`src/rtl/demux_pkg.sv`:
```
// Shared constants and FSM state type for the demux dispatcher.
package demux_pkg;

    localparam int NCH        = 4;
    localparam int CH_W       = 2;
    localparam int DROP_CNT_W = 8;

    typedef enum logic [1:0] {
        IDLE = 2'd0,
        SEND = 2'd1,
        WAIT = 2'd2
    } state_e;

endpackage

```
`src/rtl/sync_fifo.sv`:
```
// Small first-word-fall-through FIFO: head word is visible while not empty.
module sync_fifo #(
    parameter int DATA_W = 4,
    parameter int DEPTH  = 4
) (
    input  logic                     clk,
    input  logic                     rst_n,
    input  logic                     push,
    input  logic [DATA_W-1:0]        push_data,
    input  logic                     pop,
    output logic [DATA_W-1:0]        pop_data,
    output logic                     full,
    output logic                     empty,
    output logic [$clog2(DEPTH):0]   count
);

    localparam int AW = $clog2(DEPTH);

    logic [DATA_W-1:0] mem [DEPTH];
    logic [AW-1:0]     wr_ptr_q;
    logic [AW-1:0]     rd_ptr_q;
    logic [AW:0]       count_q;
    logic              push_ok;
    logic              pop_ok;

    // A full FIFO refuses pushes even when a pop happens in the same cycle.
    assign push_ok  = push && !full;
    assign pop_ok   = pop && !empty;
    assign full     = (count_q == (AW+1)'(DEPTH));
    assign empty    = (count_q == '0);
    assign count    = count_q;
    assign pop_data = mem[rd_ptr_q];

    // Storage write; contents need no reset since occupancy guards reads.
    always_ff @(posedge clk) begin
        if (push_ok) begin
            mem[wr_ptr_q] <= push_data;
        end
    end

    // Pointers wrap naturally at DEPTH (power of two); count tracks occupancy.
    always_ff @(posedge clk or negedge rst_n) begin
        if (!rst_n) begin
            wr_ptr_q <= '0;
            rd_ptr_q <= '0;
            count_q  <= '0;
        end else begin
            if (push_ok) wr_ptr_q <= wr_ptr_q + 1'b1;
            if (pop_ok)  rd_ptr_q <= rd_ptr_q + 1'b1;
            case ({push_ok, pop_ok})
                2'b10:   count_q <= count_q + 1'b1;
                2'b01:   count_q <= count_q - 1'b1;
                default: count_q <= count_q;
            endcase
        end
    end

endmodule

```
`src/rtl/demux_dispatcher.sv`:
```
// Feeds a 4-way demux from a small FIFO, choosing channels round-robin or
// fixed, honouring per-channel ready and dropping heads that stall too long.
module demux_dispatcher
    import demux_pkg::*;
#(
    parameter int DATA_W  = 4,
    parameter int DEPTH   = 4,
    parameter int TIMEOUT = 8
) (
    input  logic                     clk,
    input  logic                     rst_n,
    input  logic                     in_valid,
    input  logic [DATA_W-1:0]        in_data,
    output logic                     in_ready,
    input  logic                     mode,
    input  logic [CH_W-1:0]          cfg_ch,
    input  logic [NCH-1:0]           ch_ready,
    output logic [CH_W-1:0]          select,
    output logic                     enable,
    output logic [DATA_W-1:0]        data,
    output logic [$clog2(DEPTH):0]   fifo_count,
    output logic [DROP_CNT_W-1:0]    drop_cnt
);

    // Counter only needs to reach TIMEOUT-1; keep at least one bit.
    localparam int WAIT_W = (TIMEOUT > 1) ? $clog2(TIMEOUT) : 1;
    localparam logic [WAIT_W-1:0] WAIT_LAST = WAIT_W'((TIMEOUT == 0) ? 0 : TIMEOUT - 1);

    logic                  fifo_full;
    logic                  fifo_empty;
    logic [DATA_W-1:0]     head;
    logic                  pop;

    logic                  found;
    logic [CH_W-1:0]       chosen;

    // state_q holds the decision taken last cycle; SEND means a word was issued.
    state_e                state_q, state_d;
    logic [CH_W-1:0]       rr_ptr_q, rr_ptr_d;
    logic [WAIT_W-1:0]     wait_q, wait_d;
    logic [CH_W-1:0]       select_q, select_d;
    logic [DATA_W-1:0]     data_q, data_d;
    logic [DROP_CNT_W-1:0] drop_cnt_q, drop_cnt_d;

    sync_fifo #(
        .DATA_W (DATA_W),
        .DEPTH  (DEPTH)
    ) u_fifo (
        .clk       (clk),
        .rst_n     (rst_n),
        .push      (in_valid),
        .push_data (in_data),
        .pop       (pop),
        .pop_data  (head),
        .full      (fifo_full),
        .empty     (fifo_empty),
        .count     (fifo_count)
    );

    // Pick the eligible channel: cfg_ch in fixed mode, else first ready from rr_ptr.
    always_comb begin
        found  = 1'b0;
        chosen = rr_ptr_q;
        if (mode) begin
            found  = ch_ready[cfg_ch];
            chosen = cfg_ch;
        end else begin
            for (int i = 0; i < NCH; i++) begin
                if (!found && ch_ready[rr_ptr_q + CH_W'(i)]) begin
                    found  = 1'b1;
                    chosen = rr_ptr_q + CH_W'(i);
                end
            end
        end
    end

    // Per-cycle decision: issue, wait (possibly timing out into a drop) or idle.
    always_comb begin
        state_d    = IDLE;
        pop        = 1'b0;
        wait_d     = '0;
        rr_ptr_d   = rr_ptr_q;
        select_d   = select_q;
        data_d     = '0;
        drop_cnt_d = drop_cnt_q;
        if (!fifo_empty) begin
            if (found) begin
                state_d  = SEND;
                pop      = 1'b1;
                select_d = chosen;
                data_d   = head;
                if (!mode) rr_ptr_d = chosen + 1'b1;
            end else begin
                state_d = WAIT;
                if ((TIMEOUT != 0) && (wait_q == WAIT_LAST)) begin
                    pop = 1'b1;
                    if (drop_cnt_q != '1) drop_cnt_d = drop_cnt_q + 1'b1;
                end else begin
                    wait_d = wait_q + 1'b1;
                end
            end
        end
    end

    // Registered decision state, arbiter pointer, timeout counter and outputs.
    always_ff @(posedge clk or negedge rst_n) begin
        if (!rst_n) begin
            state_q    <= IDLE;
            rr_ptr_q   <= '0;
            wait_q     <= '0;
            select_q   <= '0;
            data_q     <= '0;
            drop_cnt_q <= '0;
        end else begin
            state_q    <= state_d;
            rr_ptr_q   <= rr_ptr_d;
            wait_q     <= wait_d;
            select_q   <= select_d;
            data_q     <= data_d;
            drop_cnt_q <= drop_cnt_d;
        end
    end

    assign in_ready = !fifo_full;
    assign enable   = (state_q == SEND);
    assign select   = select_q;
    assign data     = data_q;
    assign drop_cnt = drop_cnt_q;

endmodule
```
`config.mk`:
```
export PLATFORM = sky130hd
export DESIGN_NAME = demux_dispatcher
export DESIGN_NICKNAME = d
export VERILOG_FILES = /design/src/rtl/demux_pkg.sv /design/src/rtl/sync_fifo.sv /design/src/rtl/demux_dispatcher.sv
export SDC_FILE = /design/constraint.sdc
export NUM_CORES = 1
export LEC_CHECK = 0
export ABC_AREA = 0
export BUFFER_PORTS_ARGS = -buffer_cell sky130_fd_sc_hd__buf_2
export CORE_ASPECT_RATIO = 0.7
export CORE_MARGIN = 1.5
export CORE_UTILIZATION = 26
export CTS_CLUSTER_DIAMETER = 60
export DETAILED_ROUTE_END_ITERATION = 8
export PLACE_DENSITY = 0.47
export SYNTH_ARGS = -nofsm -noshare
export SYNTH_HDL_FRONTEND = slang
export SYNTH_HIERARCHICAL = 1
export SYNTH_SLANG_ARGS = --single-unit
```
`constraint.sdc`:
```
create_clock -name clk -period 3.6 [get_ports clk]
set_clock_uncertainty 0.2 [all_clocks]
set_input_delay 0.54 -clock clk [delete_from_list [all_inputs] [get_ports clk]]
set_output_delay 0.54 -clock clk [all_outputs]
set_load 0.01 [all_outputs]
```
**Word-level counts from Yosys, hierarchy flattened**

Memory sizes are Yosys's and may differ from the RTL's.
Index checks and enable logic that the tools add are counted.
W data, S select, Z words.

- Output and inout port bits: 19
- Memories kept: 1
- Memory bits (writable): 16
- Flip-flop bits (word level): 28

- Eq/ne operators: 6
- Add/sub/neg operators: 10
- Bitwise gates (word level): 3
- Reductions and logical operators: 15
- Magnitude comparators: 5
- Multiplexer cells: 35

Memories:

| name | depth | bits a word | read ports | clocked after Yosys merged registers in | write ports | RTL line | text |
|---|---|---|---|---|---|---|---|
| u_fifo.mem | 4 | 4 | 1 | 0 | 1 | sync_fifo.sv:19 | `logic [DATA_W-1:0] mem [DEPTH];` |

Operators by type and width:

| cell | number |
|---|---|
| $mux W1 | 18 |
| $lt A2 B3 Y1 const B | 5 |
| $mux W2 | 6 |
| $bmux W1 S2 | 5 |
| $mux W3 | 3 |
| $add A2 B1 Y2 const B | 4 |
| $add A8 B1 Y8 const B | 1 |
| $mux W4 | 2 |
| $ne A8 B8 Y1 const B | 1 |
| $add A3 B1 Y3 const B | 2 |
| $eq A3 B3 Y1 const B | 2 |
| $pmux W3 S2 | 1 |
| $logic_and A1 B1 Y1 | 5 |
| $logic_not A1 Y1 | 5 |
| $add A2 B2 Y2 const B | 2 |
| $eq A2 B1 Y1 const B | 2 |
| $reduce_and A4 Y1 | 1 |
| $logic_not A3 Y1 | 1 |
| $not A1 Y1 | 3 |
| $reduce_and A3 Y1 | 1 |
| $sub A3 B1 Y3 const B | 1 |
| $eq A2 B2 Y1 const B | 1 |
| $reduce_and A2 Y1 | 1 |
| $reduce_bool A2 Y1 | 1 |

**Logic depth before layout (Yosys ltp)**

Gate-level depths: netlist of the first run.

- Depth in word-level cells: 21
- Depth in mapped cells: 14
- Gate-level depth less buffers: 12

**By module**

The synthesis of the first run kept the hierarchy.

By module, submodules not included:

| module | cells an instance | seq. area each (um^2) | area an instance (um^2) | instances |
|---|---|---|---|---|
| demux_dispatcher | 98 | 525.5 | 1,076.0 | 1 |
| sync_fifo | 58 | 655.6 | 1,017.2 | 1 |

**Worst setup path before layout of the first run**

OpenSTA, ideal clock, no wires.

- Path type: input port to flip-flop
- Start point: input mode
- End point: register u_fifo.count_q[2], in the netlist u_fifo/count[2]
- Setup slack: 0.535 ns
- Cell stages on the path: 14
- Arrival: 2.785 ns
- Path buffers: 2
- Data required time: 3.321 ns
- Path through: buf_2 nand2b_1 o22ai_4 a31oi_4 nor2b_1 clkbuf_1 nand2b_1 o31a_2 ha_1 inv_1 fa_1 xor2_1 nor2_1 xor2_1

- Longest elaborated chain between the ends: 6
- Elaborated cells on any way between the ends: 8
- Classes of those cells: eq/ne (2); mux (4); reduce/logical (2)

Ends and longest elaborated chain:

| item | RTL line | text |
|---|---|---|
| start: declaration | demux_dispatcher.sv:15 | `input logic mode,` |
| $mux W1 * | demux_dispatcher.sv:64 | `if (mode) begin` |
| $mux W1 * | demux_dispatcher.sv:87 | `if (found) begin` |
| $mux W1 * | demux_dispatcher.sv:86 | `if (!fifo_empty) begin` |
| via pop | demux_dispatcher.sv:32 | `logic pop;` |
| $logic_and A1 B1 Y1 * | sync_fifo.sv:28 | `assign pop_ok = pop && !empty;` |
| via u_fifo.pop_ok | sync_fifo.sv:24 | `logic pop_ok;` |
| $eq A2 B1 Y1 / $eq A2 B2 Y1 (equally long branches) | sync_fifo.sv:50 | `case ({push_ok, pop_ok})` |
| $pmux W3 S2 / $reduce_bool A2 Y1 (equally long branches) | n/a |  |
| end signal: assignment | sync_fifo.sv:51 | `2'b10: count_q <= count_q + 1'b1;` |
| end signal: assignment | sync_fifo.sv:52 | `2'b01: count_q <= count_q - 1'b1;` |
| end signal: assignment | sync_fifo.sv:53 | `default: count_q <= count_q;` |
| end: declaration | sync_fifo.sv:22 | `logic [AW:0] count_q;` |

Mark *: on every way through the listed nets, which the timed path passes. The rest lies on a longest branch.
A chain may end at the register's enable or synchronous reset.

**Worst setup path after layout of the first run**

- Start point: input cfg_ch[1]
- End point: register u_fifo.count_q[2], in the netlist u_fifo/count[2]

- Longest elaborated chain between the ends: 8
- Elaborated cells on any way between the ends: 10
- Classes of those cells: eq/ne (2); mux (6); reduce/logical (2)

Ends and longest elaborated chain:

| item | RTL line | text |
|---|---|---|
| start: declaration | demux_dispatcher.sv:16 | `input logic [CH_W-1:0] cfg_ch,` |
| $bmux W1 S2 * | demux_dispatcher.sv:65 | `found = ch_ready[cfg_ch];` |
| $mux W1 (not written as such) * | demux_dispatcher.sv:65 |  |
| $mux W1 * | demux_dispatcher.sv:64 |  |
| $mux W1 * | demux_dispatcher.sv:87 |  |
| $mux W1 * | demux_dispatcher.sv:86 |  |
| via pop | demux_dispatcher.sv:32 |  |
| $logic_and A1 B1 Y1 * | sync_fifo.sv:28 |  |
| via u_fifo.pop_ok | sync_fifo.sv:24 |  |
| $eq A2 B1 Y1 / $eq A2 B2 Y1 (equally long branches) | sync_fifo.sv:50 |  |
| $pmux W3 S2 / $reduce_bool A2 Y1 (equally long branches) | n/a |  |

Mark *: on every way through the listed nets, which the timed path passes. The rest lies on a longest branch. The select of a mux whose other input is x is not followed.

==> results of run 1 <==
-- where the power goes --
| group | switching (mW) | internal (mW) | leakage, nW | total, mW |
|---|---|---|---|---|
| registers | 0.124 | 0.665 | 0.493 | 0.789 |
| logic | 0.271 | 0.290 | 0.530 | 0.561 |
| clock network | 0.168 | 0.326 | 0.0808 | 0.494 |
| total | 0.563 | 1.28 | 1.10 | 1.84 |
-- registers in the layout, summed over array words and instances (netlist names) --
| register | cells |
|---|---|
| state_q | 2 |
| data | 4 |
| u_fifo/count | 3 |
| wait_q | 3 |
| select | 2 |
| drop_cnt | 8 |
| u_fifo/mem | 16 |
| u_fifo/rd_ptr_q | 2 |
| rr_ptr_q | 2 |
| u_fifo/wr_ptr_q | 2 |
-- path summary, 6_finish.rpt --
check                           startpoint            endpoint  slack, ns  depth (start not counted)
hold / removal                       rst_n             data[1]       0.09                          1
hold reg to reg                  wait_q[0]           wait_q[0]       0.25                          1
min in group clk                 wait_q[0]           wait_q[0]       0.25                          1
setup / recovery                 cfg_ch[1]     u_fifo/count[2]       0.63                         13
max in group asynchronous            rst_n  u_fifo/wr_ptr_q[1]       2.70                          1
setup reg to reg           u_fifo/count[0]     u_fifo/count[2]       0.75                         11
-- per-layer routing --
| metal | up-vias | GRT usage |
|---|---|---|
| met5 | - | 0 |
| met4 | 0 | 0.03077 |
| met3 | 2 | 0.03322 |
| met2 | 31 | 0.1395 |
| met1 | 612 | 0.1465 |
| li1 | 631 | - |
-- cell usage after synthesis, drive strengths merged --
cell type	count
a211oi	1
a21oi	3
a31oi	1
and2	10
buf	2
clkbuf	1
dfrtp	28
edfxtp	16
fa	1
ha	8
inv	10
mux2	5
mux2i	4
mux4	4
nand2	4
nand2b	5
nand3	4
nand3b	1
nand4	2
nor2	5
nor2b	7
nor3	3
nor3b	1
nor4	5
o21a	1
o21ai	4
o221ai	1
o22ai	1
o31a	1
o31ai	1
o41ai	1
or3	1
or4	1
xnor2	5
xor2	8
-- per-stage QoR --
step,cells,area (sq um),worst slack (ns),utilization
after floorplan,156,2093,0.5354,-
after global placement,288,2381,0.3469,0.3038
after detailed placement,288,2381,0.2628,0.3038
after CTS,296,2545,0.5632,0.3247
after global routing,296,2545,0.4896,0.3247
final,296,2545,0.6299,0.3247
-- kinds of logic after synthesis --
group | count (synthesis)
flops | 44
mux | 13
fa+ha+maj | 9
buf+inv | 13
compound gates | 15
simple gates | 49
xor+xnor | 13
-- layout make-up --
cell class / instances / area [sq um] / area share
flip-flops and latches: 44 / 1181 / 0.4641
multi-input cells: 99 / 860.8 / 0.3383
repair buffers: 34 / 175.2 / 0.06883
clock buffers: 6 / 128.9 / 0.05064
well taps: 101 / 126.4 / 0.04966
inverters: 10 / 37.54 / 0.01475
clock inverters: 2 / 35.03 / 0.01377
==> impl_metrics.tcl, run 1 <==
set metrics [dict create \
    status "finished clean" \
    endpoint_kind "register" \
    ctsHtreeMaxLevel 2 \
    p_leak_nw 1.104 \
    vdd_drop_max_mv 0.2833 \
    path_cells "buf_2 > mux2_2 > o22ai_4 > a31oi_4 > nor2b_1 > nand2b_1 > o31a_2 > ha_1 > inv_1 > fa_1 > xor2_1 > nor2_1 > xor2_1" \
    worstPathArrival_ns 2.97 \
    fin_crit_sh 0.8250 \
    synthSimpleGateAreaFrac 0.1482 \
    ctsResizeCount 0 \
    drv_cap 0 \
    track_usage 0.1004 \
    drt_iter0_drc 44 \
    synth_area_sq_mm 0.002093 \
    design.core.area_sq_mm 0.007838 \
    ioPinCount 33 \
    grt_pass1_wl_mm 6.437 \
    grt_pass1_vias 1298 \
    syn_area_per_cell_sq_um 13.42 \
    worst-setup-path-type "primary input to register" \
    num_rows 27 \
    synthesis.nets 179 \
    grt_max_degree 29 \
    ctsRootBufferMaster "clkbuf_16" \
    clkLatencyLatePin_ns 0.28 \
    portBuffers 32 \
    area_growth_pct 21.58 \
    drive_gt1_frac 0.2974 \
    ant_nets 0 \
    grt_setup_unrepaired "no" \
    hp-class "primary input to async pin" \
    avgViaCountPerCell 4.311 \
    dr_wl_met2_mm 1.616 \
    cts_buffer_depth 2 \
    antenna_found_initial 0 \
    synth.top_cell.area_share 0.3347 \
    cts_setup_buffers 0 \
    overflow 0 \
    critPathLaunchType "primary input" \
    ctsHoldBuffers 0 \
    nNetsFinal 217 \
    dr_total_vias 1276 \
    max_stage_delay_ns 0.46 \
    synthXorXnorAreaFrac 0.05439 \
    finalSetupViolCount 0 \
    firstDrtPassIters 4 \
    synth_top_family_by_area "simple AND/OR/NAND/NOR gates" \
    min_period_ns 2.970 \
    synthDistinctLibCells 40 \
    ys_ff_latch 44 \
    synth_compound_area_frac 0.06037 \
    ys_warn_count 6 \
    maxSlewHeadroom 0.5782 \
    yosys.area.top_type "dfrtp_1" \
    total_power_mw 1.844 \
    path_delay_family "simple AND/OR/NAND/NOR gates" \
    cts_tree "yes" \
    diodes 0 \
    worst_path_most_repeated_cell "xor2_1" \
    layout_common_cells "32 x buf_2, 28 x dfrtp_1, 16 x edfxtp_1" \
    ys_top_cells_by_area "dfrtp_1 33%, edfxtp_1 23%, ha_1 4.8%" \
    start_util 0.2671 \
    met3_length_microns 184 \
    p_per_area_mw_per_mm2 724.4 \
    cts_buffers 5 \
    dieArea_sq_mm 0.008607 \
    synth-adder-area-share 0.05738 \
    crit_slowest_cell "nor2b_1" \
    gp_congestion 0.7126 \
    wirelength_mm 3.819 \
    synthMuxAreaShare 0.09085 \
    yosysSeqAreaShare 0.5643 \
    cp.required_ns 3.60 \
    crit_buf_inv 2 \
    fp.dieH_microns 78.07 \
    slew_violations 0 \
    holdWs_ns 0.08576 \
    synthCells 156 \
    worstPathMaxFanout 8 \
    final_common_cell "buf_2" \
    clk_pin_slew_ns 0.06 \
    hold_violations 0 \
    tns_ns 0 \
    fillers 794 \
    clock-sinks 44 \
    drc 0 \
    top_layer "met4" \
    routedWlPerCell_microns 12.90 \
    wl_met1_mm 1.983 \
    place_hpwl_mm 2.939 \
    fp.dieW_microns 110.2 \
    fmax_mhz 336.7 \
    worstMarginPinSlew_ns 0.6327 \
]
Note: power is estimated with default switching activity, not from simulation.
==> inputs of run 2 (changes only) <==
--- a/config.mk
+++ b/config.mk
@@ -5,14 +5,14 @@
 export SDC_FILE = /design/constraint.sdc
 export NUM_CORES = 1
 export LEC_CHECK = 0
-export ABC_AREA = 0
+export ABC_AREA = 1
 export BUFFER_PORTS_ARGS = -buffer_cell sky130_fd_sc_hd__buf_2
 export CORE_ASPECT_RATIO = 0.7
 export CORE_MARGIN = 1.5
 export CORE_UTILIZATION = 26
 export CTS_CLUSTER_DIAMETER = 60
 export DETAILED_ROUTE_END_ITERATION = 8
-export PLACE_DENSITY = 0.47
+export PLACE_DENSITY = 0.46
 export SYNTH_ARGS = -nofsm -noshare
 export SYNTH_HDL_FRONTEND = slang
 export SYNTH_HIERARCHICAL = 1
==> constraint.sdc (replaced) <==
create_clock -name clk -period 2.9 [get_ports clk]
set_clock_uncertainty 0.2 [all_clocks]
set_input_delay 0.435 -clock clk [delete_from_list [all_inputs] [get_ports clk]]
set_output_delay 0.435 -clock clk [all_outputs]
set_load 0.01 [all_outputs]
==> run 2 against run 1 <==
Final cell count grew 59%. Sequential power grew 20%. First-iteration DRC count grew 120%. Sequential share of layout area shrank 7.1 points. Area after synthesis grew 19%. Via count grew 54%. Flip-flop and latch count is the same.
==> impl_metrics.tcl, run 2 <==
set metrics [dict create \
    design.core.area_sq_mm 0.009180 \
    dieArea_sq_mm 0.01015 \
    endpoint_kind "register" \
    synthesis.nets 323 \
    dr_total_vias 1969 \
    p_leak_nw 1.564 \
    grt_setup_unrepaired "yes" \
    slew_violations 0 \
    drt_iter0_drc 98 \
    synth-adder-area-share 0.04839 \
    worstPathArrival_ns 2.72 \
    reg2reg_slack_ns 0.16 \
    hold_violations 0 \
    wirelength_mm 5.202 \
    synthSimpleGateAreaFrac 0.2863 \
    clk_pin_slew_ns 0.06 \
    status "finished clean" \
    synth_ff_type "dfrtp_1" \
    critPathLaunchType "register" \
    yosysSeqAreaShare 0.4758 \
    dp.cells 456 \
    gp_congestion 0.8249 \
    synth_top_family_by_area "simple AND/OR/NAND/NOR gates" \
    total_power_mw 2.846 \
    track_usage 0.1076 \
    holdWs_ns 0.1672 \
    post-place-ws_ns 0.08104 \
    fp.dieH_microns 84.75 \
    synthXorXnorAreaFrac 0.02772 \
    yosysMostFrequentCell "nand2_1" \
    cp.required_ns 2.88 \
    p_per_area_mw_per_mm2 947.4 \
    firstDrtPassIters 5 \
    grt_pass1_wl_mm 8.576 \
    finalSetupViolCount 0 \
    drc 0 \
    vdd_drop_max_mv 0.2707 \
    hp-class "primary input to register" \
    routedWlPerCell_microns 11.02 \
    yosys-top-cells-count "107 x nand2_1, 44 x inv_1, 28 x dfrtp_1" \
    fp.dieW_microns 119.8 \
    clkLatencyLatePin_ns 0.28 \
    grt_max_degree 29 \
    fin_cells 472 \
    synth_area_sq_mm 0.002482 \
    rr_endpoint "u_fifo/count[2]" \
    synth_compound_area_frac 0.06300 \
    worst-setup-path-type "register to register" \
    ant_nets 0 \
    ctsRootBufferMaster "clkbuf_16" \
    hold_depth 1 \
    worstPathMaxFanout 6 \
    largest_register "u_fifo/mem" \
    clock-sinks 44 \
    ioPinCount 33 \
    ctsHtreeMaxLevel 2 \
    avgViaCountPerCell 4.172 \
    ys_warn_count 6 \
    post-route-util 0.3272 \
    largest_reg_flops 16 \
    final_common_cell "nand2_1" \
    drive_gt1_frac 0.2213 \
    grt_pass1_vias 1807 \
    place_area_sq_mm 0.002786 \
    worstMarginPinSlew_ns 0.6450 \
    ys_ff_latch 44 \
    nNetsFinal 370 \
    layout_common_cells "106 x nand2_1, 44 x inv_1, 32 x buf_2" \
    async_flop_share 0.6364 \
    synthCells 300 \
    synth_edf_count 16 \
    place_hpwl_mm 3.897 \
    start_util 0.2704 \
    yosys.area.top_type "dfrtp_1" \
    synthMuxAreaShare 0 \
    tns_ns 0 \
    num_rows 29 \
    ys_top_cells_by_area "dfrtp_1 28%, edfxtp_1 19%, nand2_1 16%" \
    syn_area_per_cell_sq_um 8.275 \
    min_period_ns 2.740 \
    portBuffers 32 \
    maxSlewHeadroom 0.5700 \
    fin_crit_sh 0.9448 \
    area_growth_pct 21.02 \
    crit_end "u_fifo/count[2]" \
    diodes 0 \
    fin_ws_ns 0.1600 \
    worstRegToRegCells 20 \
    r2r_start "rr_ptr_q[0]" \
    synth.top_cell.area_share 0.2823 \
    stdcell_area_sq_mm 0.003004 \
    cts_buffers 5 \
    cts_tree "yes" \
    crit_start "rr_ptr_q[0]" \
    cts_buffer_depth 2 \
    overflow 0 \
    synthDistinctLibCells 32 \
    antenna_found_initial 0 \
    fmax_mhz 365.0 \
    drv_cap 0 \
]
## run 2: worst min path at each step
| stage | start | endpoint | slack [ns] |
|---|---|---|---|
| final | in_data[3] | u_fifo/mem[0][3] | 0.17 |
| after global routing | in_data[3] | u_fifo/mem[2][3] | 0.16 |
| after CTS | in_data[3] | u_fifo/mem[2][3] | 0.16 |
| after detailed placement | wait_q[0] | wait_q[0] | 0.23 |
| after global placement | wait_q[0] | wait_q[0] | 0.23 |
| after floorplan | rst_n | data[0] | -0.06 |
## run 2: logic make-up after synthesis
kind of cell    after synthesis
buf+inv                      55
compound gates               22
fa+ha+maj                     9
xor+xnor                      7
simple gates                163
flops                        44
## run 2: worst max-delay path: stages (launching register included)
cell,delay (ns)
dfrtp_2,0.46
buf_6,0.14
nand2_1,0.04
nand2_1,0.12
nand2_1,0.08
nand2_2,0.10
nor2_4,0.05
nand4_2,0.08
nand2_2,0.07
o21ai_4,0.11
inv_6,0.04
a21oi_2,0.14
nand2_1,0.09
inv_1,0.06
ha_1,0.16
inv_1,0.08
fa_2,0.35
inv_1,0.06
nand2_1,0.07
nand4_1,0.08
nand2_1,0.05
## run 2: routing by layer
| metal | up-vias | global-route usage | part of all wire |
|---|---|---|---|
| met3 | 10 | 0.03804 | 0.059 |
| met1 | 873 | 0.1579 | 0.51 |
| met5 | - | 0 | 0 |
| met4 | 0 | 0.03571 | 0.017 |
| met2 | 47 | 0.1452 | 0.41 |
| li1 | 1039 | - | - |
## run 2: cell type report
type | count | area, sq um
inverters | 49 | 193.9
repair buffers | 45 | 264.0
multi-input cells | 201 | 1065
clock inverters | 3 | 13.76
well taps | 124 | 155.1
fillers | 975 | 6176
repair inverters | 1 | 5.005
clock buffers | 5 | 125.1
flip-flops and latches | 44 | 1182
## run 2: where the power goes
part | switching, mW | leakage [nW] | internal (mW)
logic | 0.843 | 0.986 | 0.515
registers | 0.118 | 0.507 | 0.827
clock network | 0.230 | 0.0710 | 0.313
## run 2: timing repair
action,in CTS,in global routing
buffers inserted,0,5
hold endpoints to repair,28,0
setup endpoints to repair,0,2
gates resized for setup,0,10
hold buffers,1,0
==> inputs of run 3 (changes only) <==
--- a/config.mk
+++ b/config.mk
@@ -13,6 +13,7 @@
 export CTS_CLUSTER_DIAMETER = 60
 export DETAILED_ROUTE_END_ITERATION = 8
 export PLACE_DENSITY = 0.46
+export SETUP_SLACK_MARGIN = 0.4
 export SYNTH_ARGS = -nofsm -noshare
 export SYNTH_HDL_FRONTEND = slang
 export SYNTH_HIERARCHICAL = 1
==> run 3 against run 2 <==
Core utilization rose by 2.7 points. Die area did not move. Final area rose by 8.1%. Register-to-register slack improved by 0.08 ns. The run now ends with hold timing left. Largest cell class is now multi-input combinational cells. Critical path depth fell by 1. Clock-buffer cell count did not move. First-iteration DRC count rose by 9.2%. Power rose by 15%.
==> impl_metrics.tcl, run 3 (synthesis results as in run 2) <==
set metrics [dict create \
    cp.required_ns 2.88 \
    fmax_mhz 376.2 \
    max_stage_delay_ns 0.46 \
    cts_buffer_depth 2 \
    fp.dieW_microns 119.8 \
    reg2reg_slack_ns 0.24 \
    firstDrtPassIters 4 \
    hold_violations 28 \
    design.core.area_sq_mm 0.009180 \
    crit_start "rr_ptr_q[0]" \
    clkLatencyLatePin_ns 0.29 \
    drive_gt1_frac 0.3333 \
    worst_path_most_repeated_cell "nand2_2" \
    worstMarginPinSlew_ns 0.7152 \
    maxSlewHeadroom 0.5200 \
    cts_buffers 5 \
    fp.dieH_microns 84.75 \
    fillers 923 \
    grt_pass1_vias 1947 \
    ant_nets 0 \
    avgViaCountPerCell 4.335 \
    r2r_start "rr_ptr_q[0]" \
    area_growth_pct 30.85 \
    dr_total_vias 2111 \
    fin_crit_sh 0.9165 \
    crit_end "u_fifo/count[2]" \
    clk_pin_slew_ns 0.06 \
    routedWlPerCell_microns 11.68 \
    ctsHtreeMaxLevel 2 \
    dieArea_sq_mm 0.01015 \
    grt_max_degree 29 \
    nNetsFinal 385 \
    post-place-ws_ns 0.1762 \
    track_usage 0.1139 \
    ctsRootBufferMaster "clkbuf_16" \
    ioPinCount 33 \
    grt_setup_unrepaired "yes" \
    p_per_area_mw_per_mm2 1010 \
    post-route-util 0.3538 \
    drt_iter0_drc 107 \
    multi_input_area_sq_mm 0.001185 \
    worstRegToRegCells 19 \
    portBuffers 32 \
    endpoint_kind "register" \
    total_power_mw 3.279 \
    worstPathArrival_ns 2.64 \
    clock-sinks 44 \
    fin_ws_ns 0.2421 \
    rr_endpoint "u_fifo/count[2]" \
    final_common_cell "nand2_1" \
    num_rows 29 \
    tns_ns 0 \
    finalSetupViolCount 0 \
    worstPathMaxFanout 5 \
    largest_register "u_fifo/mem" \
    cts_tree "yes" \
    layout_common_cells "89 x nand2_1, 40 x inv_1, 32 x buf_2" \
    status "finished, violations left" \
    overflow 0 \
    place_hpwl_mm 3.726 \
    regArea_sq_mm 0.001184 \
    gp_congestion 0.7844 \
    path_cells "clkinvlp_4 > nand2_2 > nand3_2 > nand2_2 > nor2_4 > nand4_2 > nand2_2 > o21ai_4 > inv_6 > a21oi_4 > nand2_2 > inv_2 > ha_4 > inv_4 > fa_2 > nand2_2 > nand3_2 > nand2_1 > nand2_1" \
    vdd_drop_max_mv 0.4680 \
    wirelength_mm 5.687 \
    p_leak_nw 1.668 \
    drc 0 \
    largest_reg_flops 16 \
    start_util 0.2704 \
    worst-setup-path-type "register to register" \
    slew_violations 0 \
    crit_slowest_cell "dfrtp_2" \
    critPathLaunchType "register" \
    violations "hold timing" \
    hp-class "primary input to async pin" \
    drv_cap 0 \
    min_period_ns 2.658 \
    grt_pass1_wl_mm 9.204 \
    diodes 0 \
    holdWs_ns -0.02867 \
    antenna_found_initial 0 \
]
[run 3: changes by cell type in the layout (fill, tap and decap cells not counted), moves of 2 or more]
cell / delta
o21ai_2: +2
nand2_1: -17
inv_2: +2
inv_4: +3
nand3_1: -3
nand2_2: +10
nand2_4: +7
nand3_2: +3
inv_1: -4
buf_4: +15
[run 3: metal layers]
metal  vias to the layer above  global-route usage  share of wire
li1                       1076                   -              -
met1                       951              0.1550           0.48
met2                        70              0.1719           0.44
met3                        14             0.03804          0.055
met4                         0             0.03463          0.023
met5                         -                   0              0
[run 3: per-stage QoR]
step                      cell area (sq um)  std cells
final                                  3248        487
after global routing                   3248        487
after CTS                              3095        477
after detailed placement               2775        452
after global placement                 2775        452
after floorplan                        2505        300
[run 3: layout make-up]
class                      instances  area share
timing repair buffer              60      0.1175
clock inverter                     3    0.004237
tap                              124     0.04777
clock buffer                       5     0.03852
multi-input combinational        201      0.3648
sequential                        44      0.3644
inverter                          49     0.06048
timing repair inverter             1    0.002311
[run 3: where the power goes]
| part | internal, mW | switching, mW | leakage [nW] |
|---|---|---|---|
| combinational | 0.763 | 1.02 | 1.09 |
| sequential | 0.828 | 0.122 | 0.506 |
| clock | 0.313 | 0.231 | 0.0710 |
| total | 1.90 | 1.38 | 1.67 |
[run 3: worst min path at each step]
stage / startpoint / endpoint / slack (ns)
global placement: wait_q[0] / wait_q[0] / 0.24
detailed placement: wait_q[0] / wait_q[0] / 0.24
CTS: rst_n / u_fifo/wr_ptr_q[1] / 0.006
global route: rst_n / u_fifo/wr_ptr_q[1] / 0.03
floorplan: rst_n / data[0] / -0.06
finish: rst_n / u_fifo/wr_ptr_q[1] / -0.03
[run 3: what timing repair did]
action | 4_1_cts | 5_1_grt
pin swaps | 6 | 15
setup buffers | 15 | 10
hold buffers | 0 | 0
resized for setup | 19 | 24
endpoints found under the setup margin | 2 | 4
gates cloned | 2 | 0
[run 3: worst max-delay path, delay by kind of cell (launching register included)]
family                   cells  cell delay [ns]
AND/OR/NAND/NOR             11             0.82
adder cells (fa/ha/maj)      2             0.51
flip-flops                   1             0.46
buffers and inverters        4             0.32
AO/OA/AOI/OAI                2             0.23
